===== config.mk =====
export PLATFORM = sky130hd
export DESIGN_NAME = apb_master
export DESIGN_NICKNAME = d
export VERILOG_FILES = /design/src/rtl/apb_pkg.sv /design/src/rtl/apb_timeout.sv /design/src/rtl/apb_master.sv
export SDC_FILE = /design/constraint.sdc
export NUM_CORES = 1
export LEC_CHECK = 0
export CAP_MARGIN = 20
export CORE_MARGIN = 3
export CORE_UTILIZATION = 37
export DETAILED_ROUTE_END_ITERATION = 16
export PLACE_DENSITY = 0.77
export SLEW_MARGIN = 25
export SYNTH_ARGS = -nofsm -noshare
export SYNTH_HDL_FRONTEND = slang
export SYNTH_HIERARCHICAL = 1
export SYNTH_SLANG_ARGS = --single-unit

===== constraint.sdc =====
create_clock -name pClk -period 1.6 [get_ports pClk]
set_input_delay 0.32 -clock pClk [delete_from_list [all_inputs] [get_ports pClk]]
set_output_delay 0.32 -clock pClk [all_outputs]
set_load 0.01 [all_outputs]

===== src/rtl/apb_pkg.sv =====
// Shared APB master types and default sizing.
// The optional ACCESS-phase timeout is enabled with the APB_TIMEOUT_EN macro.
package apb_pkg;

  localparam int unsigned APB_ADDR_W      = 32;
  localparam int unsigned APB_DATA_W      = 32;
  localparam int unsigned APB_TIMEOUT_CYC = 16;

  typedef enum logic [1:0] {
    IDLE   = 2'd0,
    SETUP  = 2'd1,
    ACCESS = 2'd2
  } apb_state_e;

endpackage


===== src/rtl/apb_timeout.sv =====
// ACCESS-phase wait counter for apb_master.
// Built only when APB_TIMEOUT_EN is defined.
`ifdef APB_TIMEOUT_EN
module apb_timeout
  import apb_pkg::*;
#(
  parameter int unsigned LIMIT = APB_TIMEOUT_CYC
) (
  input  logic pClk,
  input  logic pReset,
  input  logic clear_i,
  input  logic inc_i,
  output logic expired_o
);

  localparam int unsigned CNT_W = $clog2(LIMIT + 1);

  logic [CNT_W-1:0] cnt_q, cnt_d;

  always_comb begin
    cnt_d = cnt_q;
    if (clear_i) begin
      cnt_d = '0;
    end else if (inc_i) begin
      cnt_d = cnt_q + CNT_W'(1);
    end
  end

  always_ff @(posedge pClk or negedge pReset) begin
    if (!pReset) begin
      cnt_q <= '0;
    end else begin
      cnt_q <= cnt_d;
    end
  end

  // Fires on the stalled edge that would bring the count to LIMIT.
  assign expired_o = inc_i && (cnt_q == CNT_W'(LIMIT - 1));

endmodule
`endif


===== src/rtl/apb_master.sv =====
// Single-outstanding APB master: command/response front end, registered APB outputs.
// Define APB_TIMEOUT_EN to bound the ACCESS phase to TIMEOUT_CYC stalled cycles.
module apb_master
  import apb_pkg::*;
#(
  parameter int unsigned ADDR_W      = APB_ADDR_W,
  parameter int unsigned DATA_W      = APB_DATA_W,
  parameter int unsigned TIMEOUT_CYC = APB_TIMEOUT_CYC
) (
  input  logic              pClk,
  input  logic              pReset,
  input  logic              cmd_valid,
  output logic              cmd_ready,
  input  logic              cmd_write,
  input  logic [ADDR_W-1:0] cmd_addr,
  input  logic [DATA_W-1:0] cmd_wdata,
  output logic              rsp_valid,
  output logic [DATA_W-1:0] rsp_rdata,
  output logic              rsp_error,
  output logic              pSel,
  output logic              pEnable,
  output logic              pWrite,
  output logic [ADDR_W-1:0] pAddr,
  output logic [DATA_W-1:0] pWdata,
  input  logic [DATA_W-1:0] pRdata,
  input  logic              pReady,
  input  logic              pSlvErr
);

  apb_state_e        state_q, state_d;
  logic              ready_q, ready_d;
  logic              sel_q, sel_d;
  logic              en_q, en_d;
  logic              write_q, write_d;
  logic [ADDR_W-1:0] addr_q, addr_d;
  logic [DATA_W-1:0] wdata_q, wdata_d;
  logic              rvalid_q, rvalid_d;
  logic [DATA_W-1:0] rdata_q, rdata_d;
  logic              err_q, err_d;
  logic              access_timeout;

`ifdef APB_TIMEOUT_EN
  apb_timeout #(
    .LIMIT(TIMEOUT_CYC)
  ) u_timeout (
    .pClk     (pClk),
    .pReset   (pReset),
    .clear_i  (state_q == SETUP),
    .inc_i    ((state_q == ACCESS) && !pReady),
    .expired_o(access_timeout)
  );
`else
  logic unused_timeout_cyc;
  assign unused_timeout_cyc = ^TIMEOUT_CYC;
  assign access_timeout     = 1'b0;
`endif

  always_comb begin
    state_d  = state_q;
    write_d  = write_q;
    addr_d   = addr_q;
    wdata_d  = wdata_q;
    rvalid_d = 1'b0;
    rdata_d  = rdata_q;
    err_d    = err_q;
    unique case (state_q)
      IDLE: begin
        if (cmd_valid && ready_q) begin
          state_d = SETUP;
          write_d = cmd_write;
          addr_d  = cmd_addr;
          wdata_d = cmd_wdata;
        end
      end
      SETUP: state_d = ACCESS;
      ACCESS: begin
        // pReady is checked first so a completion on the limit cycle is not an error.
        if (pReady) begin
          state_d  = IDLE;
          rvalid_d = 1'b1;
          rdata_d  = write_q ? '0 : pRdata;
          err_d    = pSlvErr;
        end else if (access_timeout) begin
          state_d  = IDLE;
          rvalid_d = 1'b1;
          rdata_d  = '0;
          err_d    = 1'b1;
        end
      end
      default: state_d = IDLE;
    endcase
    // Outputs are derived from the next state so they leave the flops aligned with it.
    ready_d = (state_d == IDLE);
    sel_d   = (state_d != IDLE);
    en_d    = (state_d == ACCESS);
  end

  always_ff @(posedge pClk or negedge pReset) begin
    if (!pReset) begin
      state_q  <= IDLE;
      ready_q  <= 1'b0;
      sel_q    <= 1'b0;
      en_q     <= 1'b0;
      write_q  <= 1'b0;
      addr_q   <= '0;
      wdata_q  <= '0;
      rvalid_q <= 1'b0;
      rdata_q  <= '0;
      err_q    <= 1'b0;
    end else begin
      state_q  <= state_d;
      ready_q  <= ready_d;
      sel_q    <= sel_d;
      en_q     <= en_d;
      write_q  <= write_d;
      addr_q   <= addr_d;
      wdata_q  <= wdata_d;
      rvalid_q <= rvalid_d;
      rdata_q  <= rdata_d;
      err_q    <= err_d;
    end
  end

  assign cmd_ready = ready_q;
  assign pSel      = sel_q;
  assign pEnable   = en_q;
  assign pWrite    = write_q;
  assign pAddr     = addr_q;
  assign pWdata    = wdata_q;
  assign rsp_valid = rvalid_q;
  assign rsp_rdata = rdata_q;
  assign rsp_error = err_q;

endmodule


==> metrics.yaml, run 1 <==
outcome:
  status: "completed"
cells_and_area:
  stdcell_count: 613
  n_antenna_cell: 0
  nNetsFinal: 570
  synthToLayoutAreaGrowth_pct: 62.68
  drive_above_1_share: 0.2664
synth:
  synth_seq_area_share: 0.6141
  avgSynthCellArea_um2: 16.49
  ys_ff_latch: 104
  netlist.area_leader.share: 0.6141
  netlist_area_um2: 4238
  syn_nets: 359
  ys_types: 16
  synthCells: 257
  synth_warnings: 6
  synth_top_cell_by_area: "dfrtp_1"
  synth_area_leaders: "dfrtp_1 61%, mux2_2 16%, mux2_4 14%"
floorplanning:
  die_h_um: 113.0
  row_count: 38
  start_util: 0.3842
  core_area_um2: 11030
  die_w_um: 113.0
  die_area_um2: 12770
  io_pins: 204
sta:
  timing.slew.headroom: 0.7719
  timing.fmax_mhz: 640.3
  setup_violations: 0
  fin_setup_tns_ps: 0
  worst_slew_pin_slew_ps: 342.1
  finalHoldWorstSlack_ps: 432.6
  drv_slew: 0
  clock_skew_ps: 4.932
  period_minus_slack_ps: 1562
  finalCritPeriodShare: 0.9761
  final_hold_viol_count: 0
critical_path:
  cp_data_required_time_ps: 1280
  critPathKind: "reg2out"
  arrival_ps: 1240
  crit_buf_inv: 1
  cp_slowest_cell: "clkdlybuf4s50_1"
  crit_fanout: 2
  crit_path_start_kind: "flop"
  cp_slowest_stage_delay_ps: 550
  critPathCaptureType: "primary output"
  crit_chain: "clkdlybuf4s50_1"
  cpLargestDelayFamily: "buffers and inverters"
routing:
  drtPass1Iterations: 4
  drt_iter0_markers: 93
  routed-wl-met3_um: 817
  highest_layer: "met4"
  vias: 2823
  wl_met2_um: 5003
  wire_per_inst_um: 16.59
  met1_length_um: 4191
  ant_nets: 0
  drc_errors: 0
  finalWirelength_um: 10170
  viasPerCell: 4.605
cts:
  numCtsBuffers: 9
  cts_tree: "built"
  cts_root_buffer: "clkbuf_16"
  clk_latency_ps: 330
  htreeDepth: 3
  clk_pin_slew_ps: 70
  cts.sinks: 104
  cts.path.max_buffers: 2
placement:
  place_hpwl_um: 7676
  gp_congestion: 0.7498
  dpl.cell_count: 596
  io_buffers: 203
power:
  fin_total_pwr_mw: 13.34
  comb_power_share: 0.481
  irDropWorstVdd_v: 0.0008630
  internal-power_mw: 9.458
  p_seq_frac: 0.348
  p_leak_nw: 3.262
  pwr_density_cell_nw_per_um2: 1935
  p_sw_mw: 3.884
  power.share.clock: 0.170
  sw_frac_of_total: 0.2911
flow_run:
  cap_violations: 0
global_route:
  grt_overflow: 0
  grt_first_pass_wirelength_um: 16280
  grt_max_degree: 46
  antenna_found_initial: 0
  track_usage: 0.1594
  first_global_vias: 3072
min_path:
  min_path_type: "in2async"
[power groups by stage]
| stage | Clock, mW | Combinational [mW] | Sequential, mW |
|---|---|---|---|
| 2_1_floorplan | 0 | 2.57 | 5.25 |
| 3_3_place_gp | 0 | 6.52 | 4.67 |
| 3_5_place_dp | 0 | 6.65 | 4.68 |
| 4_1_cts | 2.37 | 6.64 | 4.69 |
| 5_1_grt | 2.48 | 6.81 | 4.83 |
| 6_report | 2.27 | 6.42 | 4.65 |
[logic make-up after synthesis]
kind of cell,after synthesis,share of synthesized area
flops,104,0.6141
mux,98,0.2950
simple gates,35,0.05521
buf+inv,15,0.02923
compound gates,5,0.006494
[cells in the final DEF, fill, tap and decap left out, drive strengths merged]
| cell | count |
|---|---|
| clkdlybuf4s50 | 166 |
| dfrtp | 104 |
| mux2 | 98 |
| dlymetal6s2s | 35 |
| nor2b | 32 |
| buf | 11 |
| clkbuf | 10 |
| clkinv | 4 |
| o21ai | 3 |
| bufinv | 2 |
| and4bb | 1 |
| inv | 1 |
| or3b | 1 |
| a21oi | 1 |
| o21a | 1 |
| and3b | 1 |
| dlygate4sd3 | 1 |
| dlygate4sd2 | 1 |
[synthesized netlist by cell type]
| master | n |
|---|---|
| buf_4 | 3 |
| mux2_2 | 59 |
| inv_1 | 1 |
| o21a_1 | 1 |
| nor2b_1 | 32 |
| and4bb_4 | 1 |
| buf_8 | 4 |
| buf_6 | 1 |
| o21ai_0 | 3 |
| clkbuf_1 | 3 |
| buf_2 | 3 |
| and3b_1 | 1 |
| a21oi_1 | 1 |
| dfrtp_1 | 104 |
| mux2_4 | 39 |
| or3b_2 | 1 |
[repair_timing]
action | CTS | global route
endpoints found under the setup margin | 1 | 35
hold endpoints to repair | 20 | 0
hold buffers | 1 | 0
resized for setup | 1 | 35
buffers inserted | 0 | 0
gates cloned | 0 | 0
[layer usage]
layer,up-vias,global-route usage
met5,-,0
met4,0,0.04808
met3,14,0.05241
met2,120,0.2630
met1,1387,0.2002
li1,1302,-
[path summary, 6_finish.rpt]
path	start	to	slack, ps	cells past startpoint
worst min-delay path	pReset	pWdata[24]	430	2
worst min register to register	pWdata[9]	pWdata[9]	500	1
worst max-delay path	pWdata[13]	pWdata[13]	40	1
max in group asynchronous	pReset	rsp_rdata[25]	630	3
min in group pClk	pWdata[9]	pWdata[9]	500	1
worst max register to register	state_q[0]	pAddr[26]	90	3
[metrics by stage]
step	cell area (µm²)	setup WS, ps	util
floorplan	4238	137.4	-
global placement	6485	-218.8	0.5879
detailed placement	6485	-240.5	0.5879
CTS	6807	0.3891	0.6171
global route	6894	-7.616	0.6250
finish	6894	38.24	0.6250
[final cells by class]
class,instances,area (µm²)
Sequential cell,104,2603
Tap cell,140,175.2
Timing Repair Buffer,214,2288
Clock buffer,10,229.0
Fill cell,888,4136
Multi-Input combinational cell,138,1511
Clock inverter,6,83.83
Inverter,1,3.754
[flip-flops by register name, summed over array words and instances, names as in the netlist]
register,cells
pWrite,1
pAddr,32
rsp_error,1
rsp_rdata,32
pWdata,32
state_q,2
cmd_ready,1
pSel,1
rsp_valid,1
pEnable,1
Power figures use the tool's default switching activity.
==> run 2, diff against run 1 <==
--- a/config.mk
+++ b/config.mk
@@ -7,10 +7,10 @@
 export LEC_CHECK = 0
 export CAP_MARGIN = 20
 export CORE_MARGIN = 3
-export CORE_UTILIZATION = 37
+export CORE_UTILIZATION = 44
 export DETAILED_ROUTE_END_ITERATION = 16
-export PLACE_DENSITY = 0.77
-export SLEW_MARGIN = 25
+export PLACE_DENSITY = 0.86
+export SLEW_MARGIN = 20
 export SYNTH_ARGS = -nofsm -noshare
 export SYNTH_HDL_FRONTEND = slang
 export SYNTH_HIERARCHICAL = 1
==> constraint.sdc (replaced) <==
create_clock -name pClk -period 2 [get_ports pClk]
set_input_delay 0.4 -clock pClk [delete_from_list [all_inputs] [get_ports pClk]]
set_output_delay 0.4 -clock pClk [all_outputs]
set_load 0.01 [all_outputs]
==> run 2 against run 1 <==
Combinational power fell by 20%. Largest cell class unchanged. Clock power fell by 41%. Cell area fell by 4.0%. Total power fell by 23%. Via count fell by 0.46%.
==> metrics.yaml, run 2 (synthesized netlist as in run 1, its figures left out) <==
sta:
  worst_slew_pin_slew_ps: 485.4
  timing.fmax_mhz: 593.6
  finalHoldWorstSlack_ps: 8.255
  rsz0062_at_grt: "no"
  drv_slew: 0
  finalCritPeriodShare: 0.8423
  clock_skew_ps: 11.99
  final_hold_viol_count: 0
  period_minus_slack_ps: 1685
  fin_setup_tns_ps: 0
  timing.slew.headroom: 0.6764
  setup_violations: 0
cells_and_area:
  mostFrequentLayoutCells: "202 x clkdlybuf4s50_1, 104 x dfrtp_1, 59 x mux2_2"
  nNetsFinal: 566
  layout_commonest_cell: "clkdlybuf4s50_1"
  fill_cells: 647
  n_antenna_cell: 0
  synthToLayoutAreaGrowth_pct: 56.19
  drive_above_1_share: 0.2623
critical_path:
  crit_buf_inv: 1
  critPathKind: "reg2out"
  cp_slowest_stage_delay_ps: 560
  critPathCaptureType: "primary output"
  cp_data_required_time_ps: 1600
  cpLargestDelayFamily: "buffers and inverters"
  crit_chain: "clkdlybuf4s50_1"
  crit_path_start_kind: "flop"
  cp_slowest_cell: "clkdlybuf4s50_1"
  crit_fanout: 2
  arrival_ps: 1280
cts:
  cts_setup_buffers: 0
  holdBufCountCts: 0
  cts.sinks: 104
  cts_root_buffer: "clkbuf_8"
  clk_pin_slew_ps: 100
  clk_latency_ps: 350
  numCtsBuffers: 9
  cts.path.max_buffers: 2
  cts_resized: 0
  htreeDepth: 3
  cts_tree: "built"
global_route:
  grt_max_degree: 43
  grt_first_pass_wirelength_um: 16840
  first_global_vias: 3189
  track_usage: 0.1922
  grt_overflow: 0
  antenna_found_initial: 0
power:
  irDropWorstVdd_v: 0.0009309
  p_leak_nw: 2.824
  pwr_density_cell_nw_per_um2: 1544
placement:
  io_buffers: 203
  place_hpwl_um: 7477
  gp_congestion: 0.7195
floorplanning:
  start_util: 0.4565
  io_pins: 204
  core_area_um2: 9284
  die_h_um: 104.1
  row_count: 35
  die_w_um: 104.1
  die_area_um2: 10850
min_path:
  min_path_type: "in2async"
flow_run:
  cap_violations: 0
routing:
  drt_iter0_markers: 63
  wire_per_inst_um: 16.73
  drc_errors: 0
  finalWirelength_um: 10010
  ant_nets: 0
  vias: 2810
  viasPerCell: 4.699
  drtPass1Iterations: 4
outcome:
  status: "completed"
run 2: per-stage QoR:
stage	worst slack [ps]	util	cells	total power, mW	cell area (µm²)
after floorplan	537.4	-	257	6.260	4238
after global placement	104.1	0.6906	582	8.810	6411
after detailed placement	92.17	0.6906	582	8.970	6411
after CTS	286.1	0.7129	598	10.37	6619
after global routing	244.6	0.7129	598	10.82	6619
final	315.4	0.7129	598	10.22	6619
run 2: worst paths after layout:
kind / from / endpoint / slack (ps) / cells after the start
max: pWdata[29] / pWdata[29] / 320 / 1
min: pReset / rsp_rdata[0] / 8 / 1
max reg2reg: state_q[1] / pWdata[7] / 440 / 3
min reg2reg: rsp_rdata[5] / rsp_rdata[5] / 510 / 1
max in group asynchronous: pReset / pAddr[21] / 1350 / 2
min in group pClk: rsp_rdata[5] / rsp_rdata[5] / 510 / 1
run 2: metal layers:
| layer | vias to the layer above | global-route usage | share of wire |
|---|---|---|---|
| met3 | 14 | 0.06642 | 0.082 |
| li1 | 1293 | - | - |
| met4 | 0 | 0.05603 | 0.016 |
| met1 | 1381 | 0.2346 | 0.40 |
| met5 | - | 0 | 0 |
| met2 | 122 | 0.3236 | 0.50 |
run 2: area by class of cell:
type	count	area [µm²]	area share
sequential	104	2603	0.3932
timing repair buffer	210	2132	0.3221
multi-input combinational	138	1511	0.2284
tap	129	161.4	0.02439
clock buffer	12	155.1	0.02344
clock inverter	4	52.55	0.007940
inverter	1	3.754	0.0005671
run 2: power by group:
part	total, mW	internal [mW]	switching, mW
logic	5.15	3.34	1.82
clock network	1.34	0.651	0.689
registers	3.73	3.15	0.576
total	10.2	7.14	3.08
==> run 3, diff against run 2 <==
--- a/config.mk
+++ b/config.mk
@@ -7,9 +7,9 @@
 export LEC_CHECK = 0
 export CAP_MARGIN = 20
 export CORE_MARGIN = 3
-export CORE_UTILIZATION = 44
+export CORE_UTILIZATION = 41
 export DETAILED_ROUTE_END_ITERATION = 16
-export PLACE_DENSITY = 0.86
+export PLACE_DENSITY = 0.81
 export SLEW_MARGIN = 20
 export SYNTH_ARGS = -nofsm -noshare
 export SYNTH_HDL_FRONTEND = slang
==> constraint.sdc (replaced) <==
create_clock -name pClk -period 1.6 [get_ports pClk]
set_input_delay 0.32 -clock pClk [delete_from_list [all_inputs] [get_ports pClk]]
set_output_delay 0.32 -clock pClk [all_outputs]
set_load 0.01 [all_outputs]
==> run 3 against run 2 <==
Combinational power up 15%. Flip-flop and latch count did not move. Die area grew 6.9%. Critical endpoint is now pWdata[8].
==> metrics.yaml, run 3 (synthesized netlist as in run 1, its figures left out) <==
routing:
  wire_per_inst_um: 17.28
  drt_iter0_markers: 57
  finalWirelength_um: 10490
  drtPass1Iterations: 4
  vias: 2863
  drc_errors: 0
  viasPerCell: 4.717
  ant_nets: 0
critical_path:
  critPathKind: "reg2reg"
  r2r_cells: 3
  cp_slowest_cell: "and4bb_4"
  r2r_start: "state_q[1]"
  crit_chain: "and4bb_4 > buf_12 > mux2_2"
  crit_fanout: 18
  crit_buf_inv: 1
  arrival_ps: 1800
  r2r_end: "pWdata[8]"
  cp_data_required_time_ps: 1850
  cpLargestDelayFamily: "simple AND/OR/NAND/NOR gates"
  cp_slowest_stage_delay_ps: 450
  critPathCaptureType: "flop"
  crit_path_start_kind: "flop"
  reg2reg_slack_ps: 50
placement:
  place_hpwl_um: 7704
  gp_congestion: 0.7326
  dpl-instance-area_um2: 6444
  io_buffers: 203
  dpl.cell_count: 588
cells_and_area:
  drive_above_1_share: 0.2700
  mostFrequentLayoutCells: "104 x dfrtp_1, 101 x clkdlybuf4s50_1, 79 x dlygate4sd2_1"
  nNetsFinal: 571
  fill_cells: 752
  synthToLayoutAreaGrowth_pct: 56.95
  layout_commonest_cell: "dfrtp_1"
  n_antenna_cell: 0
  utilization: 0.6712
  stdcell_count: 607
  fin_area_um2: 6651
cts:
  numCtsBuffers: 9
  cts_tree: "built"
  clk_latency_ps: 360
  clk_pin_slew_ps: 100
  htreeDepth: 3
  cts.sinks: 104
  cts.path.max_buffers: 2
  cts_root_buffer: "clkbuf_8"
power:
  p_seq_frac: 0.385
  internal-power_mw: 8.059
  fin_total_pwr_mw: 11.97
  pwr_density_cell_nw_per_um2: 1800
  comb_power_share: 0.493
  power.share.clock: 0.122
  p_sw_mw: 3.913
  p_leak_nw: 3.287
  irDropWorstVdd_v: 0.0009377
  sw_frac_of_total: 0.3269
sta:
  period_minus_slack_ps: 1552
  fin_setup_tns_ps: 0
  setup_violations: 0
  rsz0062_at_grt: "yes"
  timing.fmax_mhz: 644.5
  drv_slew: 0
  worst_slew_pin_slew_ps: 336.4
  timing.slew.headroom: 0.7757
  clock_skew_ps: 6.053
  finalCritPeriodShare: 0.9698
  final_hold_viol_count: 0
floorplanning:
  die_h_um: 107.7
  die_w_um: 107.7
  core_area_um2: 9910
  die_area_um2: 11590
  row_count: 36
  io_pins: 204
  start_util: 0.4277
global_route:
  gr-usage-met3: 0.05339
  use_met2: 0.2975
  grt_max_degree: 47
  grt.busiest_layer: "met2"
  grt_overflow: 0
  gr-usage-met1: 0.2163
  grt_first_pass_wirelength_um: 15790
  first_global_vias: 3031
  track_usage: 0.1780
  antenna_found_initial: 0
min_path:
  min_path_type: "in2async"
outcome:
  status: "completed"
flow_run:
  cap_violations: 0
-- run 3: worst register-to-register path: cells and delay by family (launching register included) --
kind | cells | cell delay [ps]
AND/OR/NAND/NOR | 1 | 450
flip-flops | 1 | 440
multiplexers | 1 | 350
buffers and inverters | 1 | 210
-- run 3: metrics by stage --
step	hold slack [ps]	setup slack, ps
floorplan	24.41	137.4
global placement	210.3	-207.5
detailed placement	219.0	-261.5
CTS	351.8	0.04863
global route	379.7	-19.22
finish	372.2	48.32
-- run 3: repair_timing --
item,in CTS,in global routing
pin swaps,0,1
endpoints found under the hold margin,16,0
setup buffers,0,1
endpoints found under the setup margin,79,46
gates resized for setup,79,32
hold buffers,1,0
gates cloned,0,1
-- run 3: cell type report --
class                   count  area (µm²)  area share
well taps                 133       166.4     0.02502
clock inverters             7       47.55    0.007148
inverters                   1       3.754   0.0005643
multi-input cells         138        1541      0.2318
flip-flops and latches    104        2603      0.3913
clock buffers               9       123.9     0.01862
repair buffers            215        2166      0.3256
-- run 3: worst max path at each step --
stage	from	endpoint	slack (ps)	depth (start not counted)
after floorplan	state_q[1]	pAddr[0]	140	4
after global placement	cmd_valid	pAddr[22]	-210	4
after detailed placement	cmd_valid	pAddr[22]	-260	4
after CTS	pAddr[17]	pAddr[17]	0.05	1
after global routing	state_q[0]	pWdata[2]	-20	3
final	state_q[1]	pWdata[8]	50	3
-- run 3: power groups by stage --
stage / Sequential, mW / Combinational (mW) / Clock, mW
after floorplan: 5.25 / 2.57 / 0
after global placement: 4.65 / 6.43 / 0
after detailed placement: 4.70 / 6.59 / 0
after CTS: 4.63 / 5.89 / 1.52
after global routing: 4.78 / 6.31 / 1.60
final: 4.61 / 5.91 / 1.46
-- run 3: routing by layer --
metal	part of all wire	wire, µm	vias to the layer above
met1	0.40	4200	1423
met3	0.077	811	12
met5	0	0	-
li1	-	-	1309
met2	0.51	5311	119
met4	0.015	162	0
